==> src/rtl/regfile_pkg.sv <==
// Purpose: shared register-file constants and types for the writeback path.
// Contents: XLEN/AW/NREGS sizes, address and data word types, the r0 address.
package regfile_pkg;

  localparam int unsigned XLEN  = 32;
  localparam int unsigned AW    = 5;
  localparam int unsigned NREGS = 32;

  typedef logic [AW-1:0]   reg_addr_t;
  typedef logic [XLEN-1:0] xword_t;

  localparam reg_addr_t ZERO_REG = 5'd0;

endpackage

==> src/rtl/regfile_wr_arbiter_rr_picker.sv <==
// Purpose: combinational round-robin picker. Finds the first set request
// at or above ptr, wrapping past N-1 back to 0.
// Ports:
//   req  [N-1:0]  request vector
//   ptr  [IW-1:0] index the search starts from (must be < N)
//   gnt  [N-1:0]  one-hot grant
//   gidx [IW-1:0] index of the granted request
//   any           at least one request is set
module rr_picker #(
  parameter  int unsigned N  = 3,
  localparam int unsigned IW = (N > 1) ? $clog2(N) : 1
) (
  input  logic [N-1:0]  req,
  input  logic [IW-1:0] ptr,
  output logic [N-1:0]  gnt,
  output logic [IW-1:0] gidx,
  output logic          any
);

  logic [IW:0]   w_sum;
  logic [IW-1:0] w_idx;

  // Walk offsets 0..N-1 from ptr; the first hit wins.
  always_comb begin
    gnt   = '0;
    gidx  = '0;
    any   = 1'b0;
    w_sum = '0;
    w_idx = '0;
    for (int unsigned k = 0; k < N; k++) begin
      w_sum = {1'b0, ptr} + (IW+1)'(k);
      if (w_sum >= (IW+1)'(N)) begin
        w_sum = w_sum - (IW+1)'(N);
      end
      w_idx = w_sum[IW-1:0];
      if (!any && req[w_idx]) begin
        any        = 1'b1;
        gnt[w_idx] = 1'b1;
        gidx       = w_idx;
      end
    end
  end

endmodule

==> src/rtl/regfile_wr_arbiter.sv <==
// Purpose: round-robin arbiter sharing the single register-file write port
// between NREQ writeback requesters. The winner's address/data are registered
// onto the port one cycle after acceptance; writes to r0 handshake normally
// but never raise wr_en.
// Ports:
//   clk, rst            clock, synchronous active-high reset
//   req_valid [NREQ]    per-requester write request
//   req_addr  [NREQ*AW] destination register, requester i at [i*AW +: AW]
//   req_data  [NREQ*XLEN] write data, requester i at [i*XLEN +: XLEN]
//   req_ready [NREQ]    one-hot acceptance (combinational)
//   port_stall          write port unavailable this cycle
//   wr_en, wr_sel, wr_data  registered write port (wr_sel feeds the decoder)
//   grant_id            registered index of the last granted requester
//   wr_count            saturating count of writes issued with wr_en=1
module regfile_wr_arbiter
  import regfile_pkg::*;
#(
  parameter  int unsigned NREQ = 3,
  parameter  int unsigned XLEN = regfile_pkg::XLEN,
  parameter  int unsigned AW   = regfile_pkg::AW,
  localparam int unsigned GW   = (NREQ > 1) ? $clog2(NREQ) : 1
) (
  input  logic                 clk,
  input  logic                 rst,
  input  logic [NREQ-1:0]      req_valid,
  input  logic [NREQ*AW-1:0]   req_addr,
  input  logic [NREQ*XLEN-1:0] req_data,
  output logic [NREQ-1:0]      req_ready,
  input  logic                 port_stall,
  output logic                 wr_en,
  output logic [AW-1:0]        wr_sel,
  output logic [XLEN-1:0]      wr_data,
  output logic [GW-1:0]        grant_id,
  output logic [15:0]          wr_count
);

  localparam int unsigned CW   = 16;
  localparam logic [CW-1:0] CMAX = '1;

  logic [GW-1:0]   r_rr_ptr;
  logic            r_wr_en;
  logic [AW-1:0]   r_wr_sel;
  logic [XLEN-1:0] r_wr_data;
  logic [GW-1:0]   r_grant_id;
  logic [CW-1:0]   r_wr_count;

  logic [NREQ-1:0] w_gnt;
  logic [GW-1:0]   w_gidx;
  logic            w_any;
  logic            w_open;
  logic            w_xfer;
  logic            w_nz;
  logic [AW-1:0]   w_addr;
  logic [XLEN-1:0] w_data;
  logic [GW-1:0]   w_ptr_nxt;

  rr_picker #(.N(NREQ)) u_picker (
    .req  (req_valid),
    .ptr  (r_rr_ptr),
    .gnt  (w_gnt),
    .gidx (w_gidx),
    .any  (w_any)
  );

  // Reset and stall both close the port to every requester.
  assign w_open    = !rst && !port_stall;
  assign req_ready = w_open ? w_gnt : '0;
  assign w_xfer    = w_open && w_any;

  // Select the winner's address and data.
  always_comb begin
    w_addr = '0;
    w_data = '0;
    for (int unsigned i = 0; i < NREQ; i++) begin
      if (w_gidx == GW'(i)) begin
        w_addr = req_addr[i*AW +: AW];
        w_data = req_data[i*XLEN +: XLEN];
      end
    end
  end

  assign w_nz      = (w_addr != AW'(ZERO_REG));
  assign w_ptr_nxt = (w_gidx == GW'(NREQ-1)) ? '0 : w_gidx + GW'(1);

  // Write-port, pointer and counter registers; a stall freezes all of them.
  always_ff @(posedge clk) begin
    if (rst) begin
      r_rr_ptr   <= '0;
      r_wr_en    <= 1'b0;
      r_wr_sel   <= '0;
      r_wr_data  <= '0;
      r_grant_id <= '0;
      r_wr_count <= '0;
    end else if (!port_stall) begin
      if (w_xfer) begin
        r_wr_sel   <= w_addr;
        r_wr_data  <= w_data;
        r_grant_id <= w_gidx;
        r_wr_en    <= w_nz;
        r_rr_ptr   <= w_ptr_nxt;
        if (w_nz && (r_wr_count != CMAX)) begin
          r_wr_count <= r_wr_count + CW'(1);
        end
      end else begin
        r_wr_en <= 1'b0;
      end
    end
  end

  assign wr_en    = r_wr_en;
  assign wr_sel   = r_wr_sel;
  assign wr_data  = r_wr_data;
  assign grant_id = r_grant_id;
  assign wr_count = r_wr_count;

endmodule

==> config.mk <==
export PLATFORM = sky130hd
export DESIGN_NAME = regfile_wr_arbiter
export DESIGN_NICKNAME = d
export VERILOG_FILES = /design/src/rtl/regfile_pkg.sv /design/src/rtl/regfile_wr_arbiter_rr_picker.sv /design/src/rtl/regfile_wr_arbiter.sv
export SDC_FILE = /design/constraint.sdc
export NUM_CORES = 1
export LEC_CHECK = 0
export ABC_AREA = 1
export BUFFER_PORTS_ARGS = -buffer_cell sky130_fd_sc_hd__buf_4
export CAP_MARGIN = 20
export CELL_PAD_IN_SITES_DETAIL_PLACEMENT = 1
export CELL_PAD_IN_SITES_GLOBAL_PLACEMENT = 1
export CORE_MARGIN = 2
export CORE_UTILIZATION = 28
export CTS_BUF_LIST = sky130_fd_sc_hd__clkbuf_4
export CTS_CLUSTER_SIZE = 25
export DETAILED_ROUTE_END_ITERATION = 10
export PLACE_DENSITY_LB_ADDON = 0.08
export SLEW_MARGIN = 40
export SYNTH_ARGS = -nofsm -noshare
export SYNTH_HDL_FRONTEND = slang
export SYNTH_SLANG_ARGS = --single-unit
==> constraint.sdc <==
create_clock -name clk -period 2.3 [get_ports clk]
set_input_delay 0.46 -clock clk [delete_from_list [all_inputs] [get_ports clk]]
set_output_delay 0.46 -clock clk [all_outputs]
set_load 0.05 [all_outputs]
==> results of run 1 <==
[cell usage in the layout (no fill, tap or decap), types with 3 or more instances in the layout]
| master | n |
|---|---|
| a21oi_1 | 31 |
| a21oi_2 | 17 |
| a22oi_1 | 25 |
| a31oi_1 | 28 |
| a31oi_4 | 3 |
| buf_12 | 5 |
| buf_4 | 209 |
| buf_6 | 23 |
| buf_8 | 3 |
| clkbuf_16 | 5 |
| clkbuf_4 | 11 |
| dfxtp_1 | 51 |
| dfxtp_2 | 6 |
| inv_1 | 16 |
| inv_4 | 3 |
| nand2_1 | 92 |
| nand2_2 | 20 |
| nand2_4 | 5 |
| nand3_1 | 19 |
| nand3_2 | 7 |
| nand3_4 | 5 |
| nand4_1 | 17 |
| nor2_1 | 14 |
| o21ai_0 | 6 |
| o22ai_1 | 6 |
| o22ai_2 | 4 |
| xnor2_1 | 6 |
| xor2_1 | 7 |
[cells by family after synthesis]
group | count (synthesis) | synth area share
DFF | 58 | 0.355
AOI/OAI and AO/OA | 127 | 0.244
xor gates and xnor gates | 13 | 0.0348
adders and majority gates | 5 | 0.0191
buffers and inverters | 54 | 0.0711
and+or+nand+nor | 190 | 0.277
[worst max path at each step]
stage / slack [ns] / end / cells after the start
2_1_floorplan: -0.07 / wr_count[13]$_SDFFE_PP0P_ / 19
3_3_place_gp: -0.23 / wr_count[0]$_SDFFE_PP0P_ / 19
3_5_place_dp: -0.31 / wr_count[0]$_SDFFE_PP0P_ / 19
4_1_cts: -0.28 / req_ready[1] / 11
5_1_grt: -0.46 / wr_count[12]$_SDFFE_PP0P_ / 19
6_report: -0.33 / req_ready[0] / 12
[worst max-delay path: stages, from the launching register on]
cell	delay, ns
dfxtp_4	0.38
inv_2	0.06
ha_4	0.28
inv_6	0.09
nand2_4	0.04
nand3_2	0.08
nand2_4	0.07
nor2_4	0.16
buf_4	0.14
buf_6	0.09
nand3_2	0.06
a21oi_2	0.14
buf_6	0.17
[area by class of cell]
class	count	area [µm²]	area share
timing repair buffer	246	2130	0.362
tap	143	179	0.0305
inverter	24	106	0.0181
clock inverter	4	43.8	0.00745
multi-input combinational	336	2170	0.369
sequential	58	1170	0.200
clock buffer	11	82.6	0.0141
[registers in the layout, summed over array words and instances (netlist names)]
name	count
wr_data	32
wr_count	16
wr_en	1
grant_id	2
r_rr_ptr	2
wr_sel	5
[stage by stage]
step                setup TNS, ns  cell area [µm²]  hold WS, ns  instances
floorplan                  -0.641             3330        0.537        447
global placement            -3.24             4990        0.456        774
detailed placement          -7.17             4990        0.470        774
CTS                         -3.61             5330        0.263        798
global route               -12.69             5880        0.275        822
finish                      -6.37             5880        0.299        822
[routing by layer]
layer,wire length [µm],vias to the layer above,share of wire
met3,1120,21,0.075
li1,-,2026,-
met2,7840,132,0.52
met4,265,0,0.018
met1,5810,2027,0.39
met5,0,-,0
[power by group through the flow]
| stage | clock network [µW] | registers, µW | logic [µW] |
|---|---|---|---|
| 2_1_floorplan | 0 | 1840 | 1010 |
| 3_3_place_gp | 0 | 1290 | 2440 |
| 3_5_place_dp | 0 | 1300 | 2480 |
| 4_1_cts | 755 | 1280 | 2610 |
| 5_1_grt | 791 | 1300 | 3210 |
| 6_report | 733 | 1280 | 3020 |
[timing repair]
action                                  CTS  global route
hold buffers                              0             0
endpoints found under the setup margin   51            61
pin swaps                                13            25
resized for setup                        35            62
buffers inserted                          7            14
cloned                                    2            10
==> out/results.tsv, run 1 <==
metric	value	unit
critical-path maximum fanout	5	
Final Hold Vio Count	0	
post-route core utilization	0.515	
FF+latch count, synth	58	
count of port buffers added during placement	175	
library cell with the highest instance count after synthesis	nand2_1	
Cells on Worst Hold Path	3	
endpoints failing setup	50	
DRC Markers	0	
Synth Warn #	0	
net count after synthesis	569	
violated checks	negative setup slack	
HP Start	req_data[93]	
type of the worst setup path	flop to primary output	
path depth of the worst reg2reg path	19	
Vias/cell	5.12	
destination of the worst register-to-register timing path	wr_count[12]$_SDFFE_PP0P_	
Remaining Overflow, GRT	0	
launch point of the worst reg-to-reg path	r_rr_ptr[0]$_SDFFE_PP0P_	
number of cell rows	39	
Clock Skews	0.0161	ns
Top Ports	176	
unrepaired setup endpoints after global routing	yes	
Top FF cell, synth	dfxtp_1	
mean routed wirelength per cell	18.3	µm
fraction of final layout cells with drive strength greater than 1	0.515	
Post-synth EDFFs	0	
final max-slew violation count	0	
post-detailed-route count of antenna-violating nets	0	
count of unique library cells instantiated by Yosys	34	
Worst setup SP type	flop	
number of H-tree levels	3	
Clock power frac	0.146	
net switching power	2310	µW
CTS max path bufs	2	
clock sink count	58	
first-pass GRT wire length	20700	µm
most used routing layer in global routing	met2	
top post-synthesis cells by count	nand2_1, dfxtp_1, a21oi_1	
Final nets	797	
global router's overall resource usage	0.207	
Worst Setup End Kind	primary output	
result of the run	finished with violations	
final weighted congestion in routability-driven placement	0.848	
ratio of final minimum period to clock period	1.14	
min Tclk post-route	2.63	ns
Fmax	380	MHz
core footprint	11400	µm²
share of synthesized area occupied by flip-flops and latches	0.355	
maximum number of pins on one net before global-route repair	54	
worst setup path startpoint	r_rr_ptr[0]$_SDFFE_PP0P_	
min setup slack post-route	-0.332	ns
DR iter-0 viols	135	
post-CTS clock slew at the launch and capture registers of the worst setup and hold paths	0.10	ns
number of antenna violations at the first check in global routing	0	
total power divided by cell area	857	nW/µm²
Starting Density	0.287	
portion of total power attributed to combinational logic	0.600	
Relative slew margins	0.741	
Async SR Flop Fraction	0	
post-synthesis instance total	447	
leakage power	0.00260	µW
met1 routing resource usage after global routing	0.222	
routed wire length	15000	µm
Power, Total	5030	µW
flop2flop setup slack	-0.28	ns
detailed-router iteration count before antenna repair	4	
die outline width	112	µm
vias after detailed routing	4206	
largest voltage drop on the vdd net	0.380	mV
actual slew at the worst max-slew pin	0.386	ns
Synth Area per Inst	7.32	µm²
Internal	2730	µW
data required time of the worst path	1.84	ns
via count of the first global-routing pass	4142	
reported max-cap violation count	0	
met2 Resource Use GR	0.382	
fraction of power consumed by sequential logic	0.254	
half-perimeter wire length after placement	9920	µm
type of the worst min-delay path	input pin to flop	
area growth from synthesis to layout	79.5	%
vertical extent of the die	112	µm
Synth area leaders	dfxtp_1, nand2_1, a22oi_1	
arrival time worst endpoint	2.17	ns
Switching Fraction	0.458	
hold worst-path end	wr_data[29]$_SDFFE_PP0P_	
total die area	12600	µm²
FILL cells	1430	
root cell of the clock tree	clkbuf_4	
Worst Setup Slack post-DPL	-0.314	ns
cell type contributing the most total cell area after synthesis	dfxtp_1	
proportion of netlist area held by the largest area contributor	0.355	
clock tree from TritonCTS	yes	
clock buffers created by TritonCTS	9	
Global Route met3 Usage	0.0783	
Post-Syn Area	3270	µm²
clock latency on the worst-skew pair	0.42	ns
antenna diode count	0	
Note: power is estimated with default switching activity, not from simulation.
==> inputs of run 2 (changes only) <==
Settings changed: CORE_UTILIZATION 28 to 31.
Clock period 2.3 ns to 3 ns, I/O delays scaled along.
==> run 2 against run 1 <==
The flow now finishes without violations. Setup slack better by 0.50 ns. Via count is 8.5% lower. Clock skew hardly changed. Largest cell class unchanged. Highest routed layer unchanged.
==> out/results.tsv, run 2 (synthesized netlist as in run 1, its figures left out) <==
metric	value	unit
DRC Markers	0	
Final nets	739	
count of port buffers added during placement	175	
Final Hold Vio Count	0	
mean routed wirelength per cell	16.2	µm
Power, Total	3340	µW
total die area	11400	µm²
Starting Density	0.318	
portion of total power attributed to combinational logic	0.533	
Top Ports	176	
DR iter-0 viols	147	
post-detailed-route count of antenna-violating nets	0	
net switching power	1560	µW
area growth from synthesis to layout	51.0	%
Fmax	353	MHz
CTS max path bufs	2	
Internal	1770	µW
type of the worst min-delay path	input pin to flop	
vertical extent of the die	107	µm
critical-path maximum fanout	6	
number of H-tree levels	3	
type of the worst setup path	flop to primary output	
leakage power	0.00220	µW
result of the run	complete, no violations	
core footprint	10300	µm²
maximum number of pins on one net before global-route repair	66	
reported max-cap violation count	0	
number of cell rows	37	
post-CTS clock slew at the launch and capture registers of the worst setup and hold paths	0.11	ns
detailed-router iteration count before antenna repair	5	
routed wire length	12300	µm
placed cells	736	
endpoints failing setup	0	
Remaining Overflow, GRT	0	
ratio of final minimum period to clock period	0.945	
via count of the first global-routing pass	3959	
global router's overall resource usage	0.217	
flip-flop count of the largest register after layout	32	
Worst Setup End Kind	primary output	
most common cell after layout, fill and taps aside	buf_4	
die outline width	107	µm
Worst setup SP type	flop	
path depth of the worst reg2reg path	18	
total power divided by cell area	675	nW/µm²
min Tclk post-route	2.84	ns
arrival time worst endpoint	2.24	ns
number of antenna violations at the first check in global routing	0	
antenna diode count	0	
number of buffers inserted for hold repair after clock tree synthesis	0	
final instance count without filler cells	758	
largest voltage drop on the vdd net	0.309	mV
Relative slew margins	0.658	
root cell of the clock tree	clkbuf_4	
fraction of power consumed by sequential logic	0.293	
vias after detailed routing	3849	
leading cell types in the layout, fill and taps excluded	buf_4, nand2_1, dfxtp_1	
fraction of final layout cells with drive strength greater than 1	0.397	
clock latency on the worst-skew pair	0.41	ns
Worst Setup Slack post-DPL	-0.0786	ns
data required time of the worst path	2.40	ns
clock buffers created by TritonCTS	9	
half-perimeter wire length after placement	9210	µm
first-pass GRT wire length	19500	µm
Clock power frac	0.174	
hold slack	0.442	ns
final weighted congestion in routability-driven placement	0.823	
Cells on Worst Hold Path	3	
Switching Fraction	0.469	
Clock Skews	0.0160	ns
clock sink count	58	
actual slew at the worst max-slew pin	0.511	ns
min setup slack post-route	0.164	ns
clock tree from TritonCTS	yes	
Vias/cell	5.08	
final max-slew violation count	0	
## run 2: cell types whose count changed in the layout (fill, tap and decap cells not counted), sizes merged
cell	previous run	this run
inv	22	23
nand3	31	30
clkinvlp	1	0
clkbuf	16	12
buf	241	189
## run 2: through the flow
step / utilization / area (µm²) / TNS (ns)
final: 0.481 / 4940 / 0
after global routing: 0.481 / 4940 / -0.0598
after CTS: 0.474 / 4870 / 0
after detailed placement: 0.458 / 4710 / -0.697
after global placement: 0.458 / 4710 / 0
after floorplan: - / 3270 / 0
## run 2: power by group through the flow
| stage | clock network [µW] | logic [µW] | registers, µW |
|---|---|---|---|
| detailed placement | 0 | 1730 | 991 |
| CTS | 601 | 1750 | 975 |
| finish | 581 | 1780 | 977 |
| global placement | 0 | 1710 | 984 |
| floorplan | 0 | 758 | 1410 |
| global route | 640 | 1930 | 994 |
## run 2: layer usage
metal	GRT usage	share of wire
met2	0.400	0.53
met5	0	0
met4	0.0584	0.011
met3	0.0754	0.080
met1	0.233	0.38
## run 2: layout make-up
class / instances / area, µm²
multi-input combinational: 335 / 1930
sequential: 58 / 1160
tap: 136 / 170
inverter: 24 / 90.1
timing repair buffer: 189 / 1460
clock buffer: 12 / 90.1
fill: 1321 / 5340
clock inverter: 4 / 42.5
## run 2: path summary, 6_finish.rpt
kind	from	endpoint	slack [ns]
worst min-delay path	port_stall	wr_en$_SDFFE_PP0N_	0.44
worst max register to register	r_rr_ptr[0]$_SDFFE_PP0P_	wr_count[5]$_SDFFE_PP0P_	0.21
worst min register to register	wr_en$_SDFFE_PP0N_	wr_en$_SDFFE_PP0N_	0.47
worst max-delay path	r_rr_ptr[0]$_SDFFE_PP0P_	req_ready[1]	0.16
## run 2: what timing repair did
| item | CTS | global route |
|---|---|---|
| endpoints found under the hold margin | 0 | 0 |
| endpoints found under the setup margin | 16 | 23 |
| buffers inserted | 3 | 3 |
| pin swaps | 0 | 3 |
| resized for setup | 1 | 9 |
## run 2: worst max-delay path: stages (launching register included)
cell and delay (ns):
dfxtp_2 0.36, inv_1 0.12, ha_2 0.28, inv_2 0.10, nand3_2 0.10, nand3_2 0.13, nor2_4 0.19, nand3_4 0.12
a31oi_1 0.20, buf_4 0.22
